`src/rtl/mcpu_param.sv`:
```
// Purpose: parametrised accumulator CPU (NOR/ADD/STA/JCC) on one async-read memory; optional MCPU_WAIT_EN wait-state handshake.
// Latency: NOR/ADD/STA and untaken JCC take 2 cycles, a taken JCC takes 1 cycle (no wait states).
// Backpressure: with MCPU_WAIT_EN, mem_rdy=0 during a strobe freezes all state and bus outputs; otherwise mem_rdy is ignored.
module mcpu_param #(
  parameter int DATA_W   = 8,
  parameter int ADDR_W   = 6,
  parameter int RESET_PC = 0
) (
  input  logic              clk,
  input  logic              rst,
  input  logic [DATA_W-1:0] rdata,
  input  logic              mem_rdy,
  output logic [DATA_W-1:0] wdata,
  output logic [ADDR_W-1:0] addr,
  output logic              rd_en,
  output logic              wr_en,
  output logic              carry,
  output logic              halt
);

  typedef enum logic [2:0] {
    S_FETCH = 3'd0,
    S_NOR   = 3'd1,
    S_ADD   = 3'd2,
    S_STA   = 3'd3,
    S_JNT   = 3'd4,
    S_HALT  = 3'd5
  } state_t;

  localparam logic [ADDR_W-1:0] PC0 = ADDR_W'(RESET_PC);

  state_t            state, state_nxt;
  logic [DATA_W-1:0] acc, acc_nxt;
  logic              carry_nxt;
  logic [ADDR_W-1:0] pc, pc_nxt;
  logic [ADDR_W-1:0] adreg, adreg_nxt;

  logic [1:0]        opcode;
  logic [ADDR_W-1:0] operand;
  logic [DATA_W:0]   sum;
  logic              ready;

  assign opcode  = rdata[DATA_W-1 -: 2];
  assign operand = rdata[ADDR_W-1:0];
  assign sum     = {1'b0, acc} + {1'b0, rdata};

`ifdef MCPU_WAIT_EN
  // Memory may stretch any strobed cycle.
  assign ready = mem_rdy;
`else
  // Every access completes in one cycle.
  logic unused_mem_rdy;
  assign unused_mem_rdy = mem_rdy;
  assign ready = 1'b1;
`endif

  assign wdata = acc;
  assign addr  = adreg;
  assign halt  = (state == S_HALT);

  // Next-state, register updates and bus strobes; nothing advances until the access is accepted.
  always_comb begin
    state_nxt = state;
    acc_nxt   = acc;
    carry_nxt = carry;
    pc_nxt    = pc;
    adreg_nxt = adreg;
    rd_en     = 1'b0;
    wr_en     = 1'b0;
    case (state)
      S_FETCH: begin
        rd_en = 1'b1;
        if (ready) begin
          pc_nxt    = adreg + 1'b1;
          adreg_nxt = operand;
          case (opcode)
            2'b00: state_nxt = S_NOR;
            2'b01: state_nxt = S_ADD;
            2'b10: state_nxt = S_STA;
            default: begin
              if (carry)                 state_nxt = S_JNT;
              else if (operand == adreg) state_nxt = S_HALT;
              else                       state_nxt = S_FETCH;
            end
          endcase
        end
      end
      S_NOR: begin
        rd_en = 1'b1;
        if (ready) begin
          acc_nxt   = ~(acc | rdata);
          adreg_nxt = pc;
          state_nxt = S_FETCH;
        end
      end
      S_ADD: begin
        rd_en = 1'b1;
        if (ready) begin
          acc_nxt   = sum[DATA_W-1:0];
          carry_nxt = sum[DATA_W];
          adreg_nxt = pc;
          state_nxt = S_FETCH;
        end
      end
      S_STA: begin
        wr_en = 1'b1;
        if (ready) begin
          adreg_nxt = pc;
          state_nxt = S_FETCH;
        end
      end
      S_JNT: begin
        carry_nxt = 1'b0;
        adreg_nxt = pc;
        state_nxt = S_FETCH;
      end
      S_HALT: begin
        state_nxt = S_HALT;
      end
      default: begin
        state_nxt = S_FETCH;
      end
    endcase
    // Strobes drop as soon as reset is asserted, even mid-instruction.
    if (!rst) begin
      rd_en = 1'b0;
      wr_en = 1'b0;
    end
  end

  // Architectural state register with synchronous active-low reset.
  always_ff @(posedge clk) begin
    if (!rst) begin
      state <= S_FETCH;
      acc   <= '0;
      carry <= 1'b0;
      pc    <= PC0;
      adreg <= PC0;
    end else begin
      state <= state_nxt;
      acc   <= acc_nxt;
      carry <= carry_nxt;
      pc    <= pc_nxt;
      adreg <= adreg_nxt;
    end
  end

endmodule
```
`config.mk`:
```
export PLATFORM = sky130hd
export DESIGN_NAME = mcpu_param
export DESIGN_NICKNAME = d
export VERILOG_FILES = /design/src/rtl/mcpu_param.sv
export SDC_FILE = /design/constraint.sdc
export NUM_CORES = 1
export LEC_CHECK = 0
export BUFFER_PORTS_ARGS = -buffer_cell sky130_fd_sc_hd__clkbuf_2
export CELL_PAD_IN_SITES_DETAIL_PLACEMENT = 1
export CELL_PAD_IN_SITES_GLOBAL_PLACEMENT = 1
export CORE_MARGIN = 2
export CORE_UTILIZATION = 25
export DETAILED_ROUTE_END_ITERATION = 8
export GPL_ROUTABILITY_DRIVEN = 0
export PLACE_DENSITY = 0.62
export SLEW_MARGIN = 20
export SYNTH_ARGS = -nofsm -noshare
export SYNTH_HDL_FRONTEND = slang
export SYNTH_SLANG_ARGS = --single-unit
```
`constraint.sdc`:
```
create_clock -name clk -period 2.15 [get_ports clk]
set_input_delay 0.1075 -clock clk [delete_from_list [all_inputs] [get_ports clk]]
set_output_delay 0.1075 -clock clk [all_outputs]
set_load 0.05 [all_outputs]
```
* Yosys cells after proc, flatten, opt, wreduce, memory -nomap -nowiden *
Index checks and enable logic that the tools add are counted.

word-level totals
  bits in read-only memories = 0
  bits of input ports = 11
  flip-flop bits (word level) = 24
  logic and storage cells = 35
  memories kept = 0
  bits in latches = 0
  output and inout bits = 18
  RAM bits = 0

operators by class
  mux-type cells = 11
  $add $sub $neg = 2
  multiply operators = 0
  bitwise logic cells = 2
  reduce and logical (&&, ||, !) cells = 7
  $lt $le $gt $ge = 0
  equality and inequality tests = 8
  shift-type cells = 0
  div/mod/pow operators = 0

operators by type and width
  kind                   count
  $pmux W8 S2            1
  $pmux W6 S2            1
  $add A8 B8 Y9          1
  $pmux W3 S3            1
  $not A8 Y8             1
  $or A8 B8 Y8           1
  $add A6 B1 Y6 const B  1
  $eq A3 B2 Y1 const B   2
  $eq A3 B3 Y1 const B   2
  $eq A6 B6 Y1           1
  $mux W3                2
  $pmux W3 S2            1
  $reduce_bool A2 Y1     3
  $mux W1                4
  $reduce_or A4 Y1       1
  $eq A3 B1 Y1 const B   1
  $logic_not A3 Y1       1
  $reduce_or A3 Y1       1
  $eq A2 B1 Y1 const B   1
  $eq A2 B2 Y1 const B   1
  $logic_not A2 Y1       1
  $pmux W1 S2            1

* Longest topological paths before layout *
Gate-level depths: netlist of the first run.

  depth in word-level cells = 5
  mapped depth = 8

* Least setup slack after synthesis of the first run *
Ideal clock, no wire load.

  kind = reg-to-reg
  start point = register acc[0], in the netlist wdata[0]
  end point = register acc[6], in the netlist wdata[6]
  data arrival time = 2018 ps
  cell stages (with the launch flop) = 9
  clock period less this slack = 2098 ps
  slack = 52 ps
  path buffers = 0
  library setup time = 79 ps
  data required time = 2071 ps
  cells stage by stage = dfxtp_1 -> ha_1 -> inv_1 -> fa_1 -> nor2b_4 -> o31a_1 -> o21ai_0 -> nor4b_2 -> a211oi_2

on the way
  cells in the longest elaborated chain, start to end = 2

RTL lines
  element                 RTL line  RTL
  start, declared         33        logic [DATA_W-1:0] acc, acc_nxt;
  start signal, assigned  141       acc <= acc_nxt;
  $add A8 B8 Y9           45        assign sum = {1'b0, acc} + {1'b0, rdata};
  $pmux W8 S2             70        case (state)

Every way passes these cells.
A chain may end at the register's enable or synchronous reset.

* Worst setup path after layout of the first run *
Same ends and word-level chain as after synthesis.

==> flow_summary_export.csv, run 1 <==
group,metric,value,unit
outcome,status,"completed",
global_route,grt_usage,0.123,
logic_synthesis,synthFlopType,"dfxtp_1",
finish,nNetsFinal,249,
clock_tree,post_cts_resized,0,
pwr,sequentialPowerShare,0.362,
clock_tree,clk_latency,280,ps
logic_synthesis,ys_types,47,
worst_setup_path,required,2360,ps
worst_hold_path,hp-class,"in -> reg",
logic_synthesis,synth_cells,191,
drt,drtIter0Drc,36,
timing,slew_viol_final,0,
clock_tree,cts_made_buffers,3,
logic_synthesis,synth.avg_cell_area,9.01,um^2
logic_synthesis,yosysSeqAreaShare,0.279,
clock_tree,cts_setup_buffers,0,
timing,fin_skew,4.22,ps
drt,avgRoutedWirePerCell,14.7,um
timing,slew_headroom,0.620,
logic_synthesis,async_reset_ff_frac,0,
floorplanning,pin_count,29,
pwr,peakVddDrop,0.000289,V
global_route,grt_pass1_wl,7380,um
floorplanning,die_area,7570,um^2
finish,diodes,0,
finish,area_delta_synth_final,15.2,%
floorplanning,floorplan.initialDensity,0.256,
finish,drive_gt1_frac,0.213,
drt,num_vias,1451,
clock_tree,clkTransAtPathRegs,100,ps
clock_tree,cts_tree,"done",
timing,hold_viol,0,
clock_tree,cts-root-buf,"clkbuf_8",
placement,io_buffer_count,27,
drt,viasPerCell,4.90,
timing,layout_min_cycle_time,1860,ps
global_route,gr-total-overflow,0,
timing,rsz0062_at_grt,"no",
timing,worstMarginPinSlew,569,ps
worst_setup_path,start_kind,"flip-flop",
worst_setup_path,endpoint_kind,"flip-flop",
drt,totalWireLength,4340,um
pwr,comb_power_share,0.375,
clock_tree,ctsLongestPathBuffers,2,
floorplanning,die_h,87.0,um
logic_synthesis,syn-num-nets,223,
global_route,grt_max_degree,27,
finish,mostFrequentLayoutCells,"clkbuf_2, dfxtp_1, nand2_1",
logic_synthesis,synth-edff-count,0,
drt,ant_nets,0,
floorplanning,die_w,87.0,um
pwr,switching_power,0.000614,W
finish,final_common_cell,"clkbuf_2",
drt,dr.pass1.iters,4,
global_route,grt_pass1_vias,1531,
clock_tree,cts_sinks,24,
run,max_cap_viol_count,0,
global_route,antenna_found_initial,0,
clock_tree,postCtsHoldBufs,0,
logic_synthesis,yosys_warnings,0,
logic_synthesis,ys_ff_latch,24,
logic_synthesis,netlist_area,1720,um^2
timing,finalSetupViolations,0,
timing,max_clock_freq,0.537,GHz
pwr,leakagePower,0.954,nW
pwr,switching_share,0.390,
timing,fin_crit_sh,0.866,
drt,drc,0,
worst_setup_path,cp_data_arrival_time,2070,ps
pwr,p_per_area,793,nW/um^2
pwr,p_int,0.000959,W
clock_tree,htree_levels,1,
floorplanning,coreArea,6720,um^2
placement,place_hpwl,3260,um
pwr,power,0.00157,W
worst_setup_path,crit_type,"reg -> reg",
pwr,p_clk_frac,0.263,
floorplanning,core.rowCount,30,
timing,setup_tns,0,ps
worst_setup_path,worstPathMaxFanout,4,
[layout make-up]
| type | instances | area, um^2 |
|---|---|---|
| tap | 80 | 100 |
| fill | 800 | 4740 |
| multi-input combinational | 141 | 1110 |
| timing repair buffer | 29 | 150 |
| inverter | 18 | 67.6 |
| sequential | 24 | 480 |
| clock buffer | 3 | 41.3 |
| clock inverter | 1 | 30.0 |
[worst paths after layout]
check / startpoint / to / depth (start not counted) / slack (ps)
setup / recovery: wdata[0] / wdata[6] / 8 / 290
setup reg to reg: wdata[0] / wdata[6] / 8 / 290
hold reg to reg: pc[0] / addr[0] / 2 / 470
hold / removal: rdata[0] / addr[0] / 3 / 200
[metal layers]
metal | global-route usage | vias to the layer above | routed length (um)
met3 | 0.0237 | 2 | 120
met2 | 0.227 | 17 | 2240
li1 | - | 723 | -
met5 | 0 | - | 0
met4 | 0.0213 | 0 | 27
met1 | 0.149 | 709 | 1960
[power groups by stage]
| stage | Clock (W) | Sequential (W) | Combinational, W |
|---|---|---|---|
| after detailed placement | 0 | 0.000582 | 0.000596 |
| final | 0.000414 | 0.000569 | 0.000590 |
| after global placement | 0 | 0.000578 | 0.000584 |
| after CTS | 0.000430 | 0.000571 | 0.000601 |
| after global routing | 0.000451 | 0.000580 | 0.000652 |
| after floorplan | 0 | 0.000689 | 0.000354 |
[Yosys cell counts, types with 5 or more instances]
cell | number | area share
ha_1 | 20 | 0.15
dfxtp_1 | 24 | 0.28
xnor2_1 | 8 | 0.041
a22oi_1 | 6 | 0.026
o211a_1 | 10 | 0.058
nand2_1 | 21 | 0.046
nor2_1 | 6 | 0.013
xor2_1 | 5 | 0.025
a21boi_1 | 7 | 0.031
inv_1 | 17 | 0.037
a21oi_1 | 6 | 0.017
[registers in the layout, indices dropped and copies added (netlist names)]
name and count:
addr 6, carry 1, pc 6, wdata 8
state 3
[logic make-up after synthesis]
| kind of cell | Yosys count | share of synthesized area |
|---|---|---|
| AO/OA/AOI/OAI | 57 | 0.263 |
| XOR/XNOR | 13 | 0.0661 |
| adder cells (fa/ha/maj) | 21 | 0.157 |
| buffers and inverters | 26 | 0.0741 |
| flip-flops | 24 | 0.279 |
| multiplexers | 1 | 0.00581 |
| AND/OR/NAND/NOR | 49 | 0.155 |
[critical path, cell delays in order (launching register included)]
cell      delay (ps)
dfxtp_1          380
ha_1             220
inv_1             70
fa_1             420
nor2b_4          140
o31a_1           170
o21ai_0           80
nor4b_2          160
a211oi_2         140
[metrics by stage]
stage               utilization  hold WS, ps  instances  setup WS (ps)  cell area [um^2]
floorplan                     -          260        191           52.4              1720
global placement          0.285          450        292            328              1910
detailed placement        0.285          448        292            305              1910
CTS                       0.295          193        296            277              1980
global route              0.295          218        296            126              1980
finish                    0.295          200        296            288              1980
Note: power is estimated with default switching activity, not from simulation.
==> run 2: changes to the inputs <==
--- a/config.mk
+++ b/config.mk
@@ -5,6 +5,7 @@
 export SDC_FILE = /design/constraint.sdc
 export NUM_CORES = 1
 export LEC_CHECK = 0
+export ABC_AREA = 1
 export BUFFER_PORTS_ARGS = -buffer_cell sky130_fd_sc_hd__clkbuf_2
 export CELL_PAD_IN_SITES_DETAIL_PLACEMENT = 1
 export CELL_PAD_IN_SITES_GLOBAL_PLACEMENT = 1
@@ -12,7 +13,8 @@
 export CORE_UTILIZATION = 25
 export DETAILED_ROUTE_END_ITERATION = 8
 export GPL_ROUTABILITY_DRIVEN = 0
-export PLACE_DENSITY = 0.62
+export HOLD_SLACK_MARGIN = 0.12
+export PLACE_DENSITY = 0.64
 export SLEW_MARGIN = 20
 export SYNTH_ARGS = -nofsm -noshare
 export SYNTH_HDL_FRONTEND = slang
==> flow_summary_export.csv, run 2 <==
group,metric,value,unit
logic_synthesis,netlist_area,1760,um^2
clock_tree,cts_made_buffers,3,
logic_synthesis,async_reset_ff_frac,0,
timing,rsz0062_at_grt,"no",
pwr,leakagePower,0.970,nW
logic_synthesis,yosys_warnings,0,
worst_setup_path,slowest_stage,"fa_1",
finish,diodes,0,
logic_synthesis,synth_cells,250,
drt,totalWireLength,4810,um
logic_synthesis,syn-num-nets,282,
clock_tree,clkTransAtPathRegs,90,ps
worst_setup_path,worstPathMaxFanout,4,
floorplanning,die_w,88.0,um
drt,avgRoutedWirePerCell,12.9,um
clock_tree,cts-root-buf,"clkbuf_8",
global_route,grt_pass1_wl,8250,um
timing,hold_viol,0,
global_route,antenna_found_initial,0,
worst_setup_path,cp_cell_sequence,"ha_1 > inv_1 > fa_1 > o21ai_1 > nand2_1 > nand3b_1 > nand3_1 > a21oi_1",
finish,drive_gt1_frac,0.163,
worst_setup_path,crit_type,"reg -> reg",
global_route,grt_pass1_vias,1707,
worst_setup_path,cp_data_arrival_time,1990,ps
global_route,grt_usage,0.138,
timing,setup_slack,371,ps
worst_setup_path,max_stage_delay,400,ps
timing,worstMarginPinSlew,614,ps
finish,largest_reg_flops,8,
finish,post-route-util,0.299,
logic_synthesis,yosysSeqAreaShare,0.273,
clock_tree,postCtsHoldBufs,0,
floorplanning,die_h,88.0,um
drt,drc,0,
floorplanning,coreArea,6790,um^2
clock_tree,clk_latency,270,ps
timing,fin_skew,4.36,ps
worst_setup_path,start_kind,"flip-flop",
run,max_cap_viol_count,0,
drt,num_vias,1624,
floorplanning,die_area,7740,um^2
finish,mostFrequentLayoutCells,"nand2_1, inv_1, a21oi_1, clkbuf_2, dfxtp_1",
worst_setup_path,required,2360,ps
timing,slew_headroom,0.590,
drt,dr.pass1.iters,4,
drt,drtIter0Drc,53,
timing,max_clock_freq,0.562,GHz
clock_tree,htree_levels,1,
floorplanning,core.rowCount,30,
clock_tree,cts_tree,"done",
clock_tree,cts_setup_buffers,0,
worst_setup_path,rrSetupSlack,370,ps
finish,area_delta_synth_final,15.1,%
finish,nNetsFinal,310,
placement,place_ws,374,ps
clock_tree,ctsLongestPathBuffers,2,
logic_synthesis,ys_ff_latch,24,
pwr,peakVddDrop,0.000196,V
timing,setup_tns,0,ps
worst_hold_path,hp-class,"in -> reg",
timing,slew_viol_final,0,
clock_tree,cts_sinks,24,
pwr,p_per_area,684,nW/um^2
finish,area.sequential,480,um^2
finish,fillers,879,
logic_synthesis,yosysMostFrequentCell,"nand2_1",
logic_synthesis,ys_top_cells_by_area,"dfxtp_1, ha_1, nand2_1",
worst_setup_path,endpoint_kind,"flip-flop",
timing,fin_crit_sh,0.827,
global_route,grt_max_degree,16,
finish,final_common_cell,"nand2_1",
logic_synthesis,ys_types,32,
placement,io_buffer_count,27,
floorplanning,floorplan.initialDensity,0.259,
placement,place_hpwl,3870,um
drt,ant_nets,0,
global_route,gr-total-overflow,0,
clock_tree,post_cts_resized,0,
timing,finalSetupViolations,0,
finish,multi_input_area,1100,um^2
drt,viasPerCell,4.37,
logic_synthesis,ys_top_cells_by_count,"nand2_1, inv_1, a21oi_1",
outcome,status,"completed",
floorplanning,pin_count,29,
logic_synthesis,synth.avg_cell_area,7.05,um^2
logic_synthesis,yosys.area.top_type_share,0.273,
logic_synthesis,synthFlopType,"dfxtp_1",
logic_synthesis,synth-edff-count,0,
timing,layout_min_cycle_time,1780,ps
logic_synthesis,yosysTopAreaCell,"dfxtp_1",
run 2: cell types whose count changed after synthesis, moves of 5 or more:
cell	delta
a22oi_1	-6
nand3_1	+12
xnor2_1	-5
nor2_1	+17
o21ai_0	+5
inv_1	+17
o211a_1	-10
a21boi_1	-7
nand2_1	+31
a21oi_1	+21
run 2: per-layer routing:
metal / routed length (um) / GRT usage
met5: 0 / 0
met4: 48 / 0.0420
met1: 2290 / 0.175
met3: 98 / 0.0189
met2: 2380 / 0.242
run 2: path summary, 6_finish.rpt:
kind                                 end     start  cells past startpoint
worst max-delay path            wdata[6]  wdata[0]                      8
worst min-delay path            wdata[2]       rst                      3
worst max register to register  wdata[6]  wdata[0]                      8
worst min register to register   addr[4]     pc[4]                      2
run 2: cell families after synthesis:
family,after synthesis,share of synthesized area
AOI/OAI and AO/OA,49,0.158
xor gates and xnor gates,8,0.0397
adders and majority gates,21,0.153
buffers and inverters,43,0.104
DFF,24,0.273
and+or+nand+nor,105,0.273
run 2: layout make-up:
class / instances / share of cell area
repair buffers: 27 / 0.0666
inverters: 39 / 0.0758
multi-input cells: 183 / 0.541
flip-flops and latches: 24 / 0.237
clock buffers: 3 / 0.0203
well taps: 96 / 0.0592
run 2: metrics by stage:
step	total power, W	std cells	hold slack (ps)	instance area [um^2]
floorplan	0.000991	250	319	1760
finish	0.00139	372	261	2030
global placement	0.00111	369	472	1990
global route	0.00150	372	276	2030
CTS	0.00141	372	261	2030
detailed placement	0.00113	369	482	1990
run 2: power breakdown:
group	internal [W]	switching (W)	total, W
Clock	0.000126	0.000154	0.000280
Sequential	0.000496	0.0000544	0.000550
Combinational	0.000173	0.000385	0.000557
Total	0.000794	0.000593	0.00139
run 2: critical path, delay by kind of cell (launching register included):
family / cells / cell delay [ps]
AND/OR/NAND/NOR: 3 / 290
AO/OA/AOI/OAI: 2 / 390
flip-flops: 1 / 390
buffers and inverters: 1 / 50
adder cells (fa/ha/maj): 2 / 590
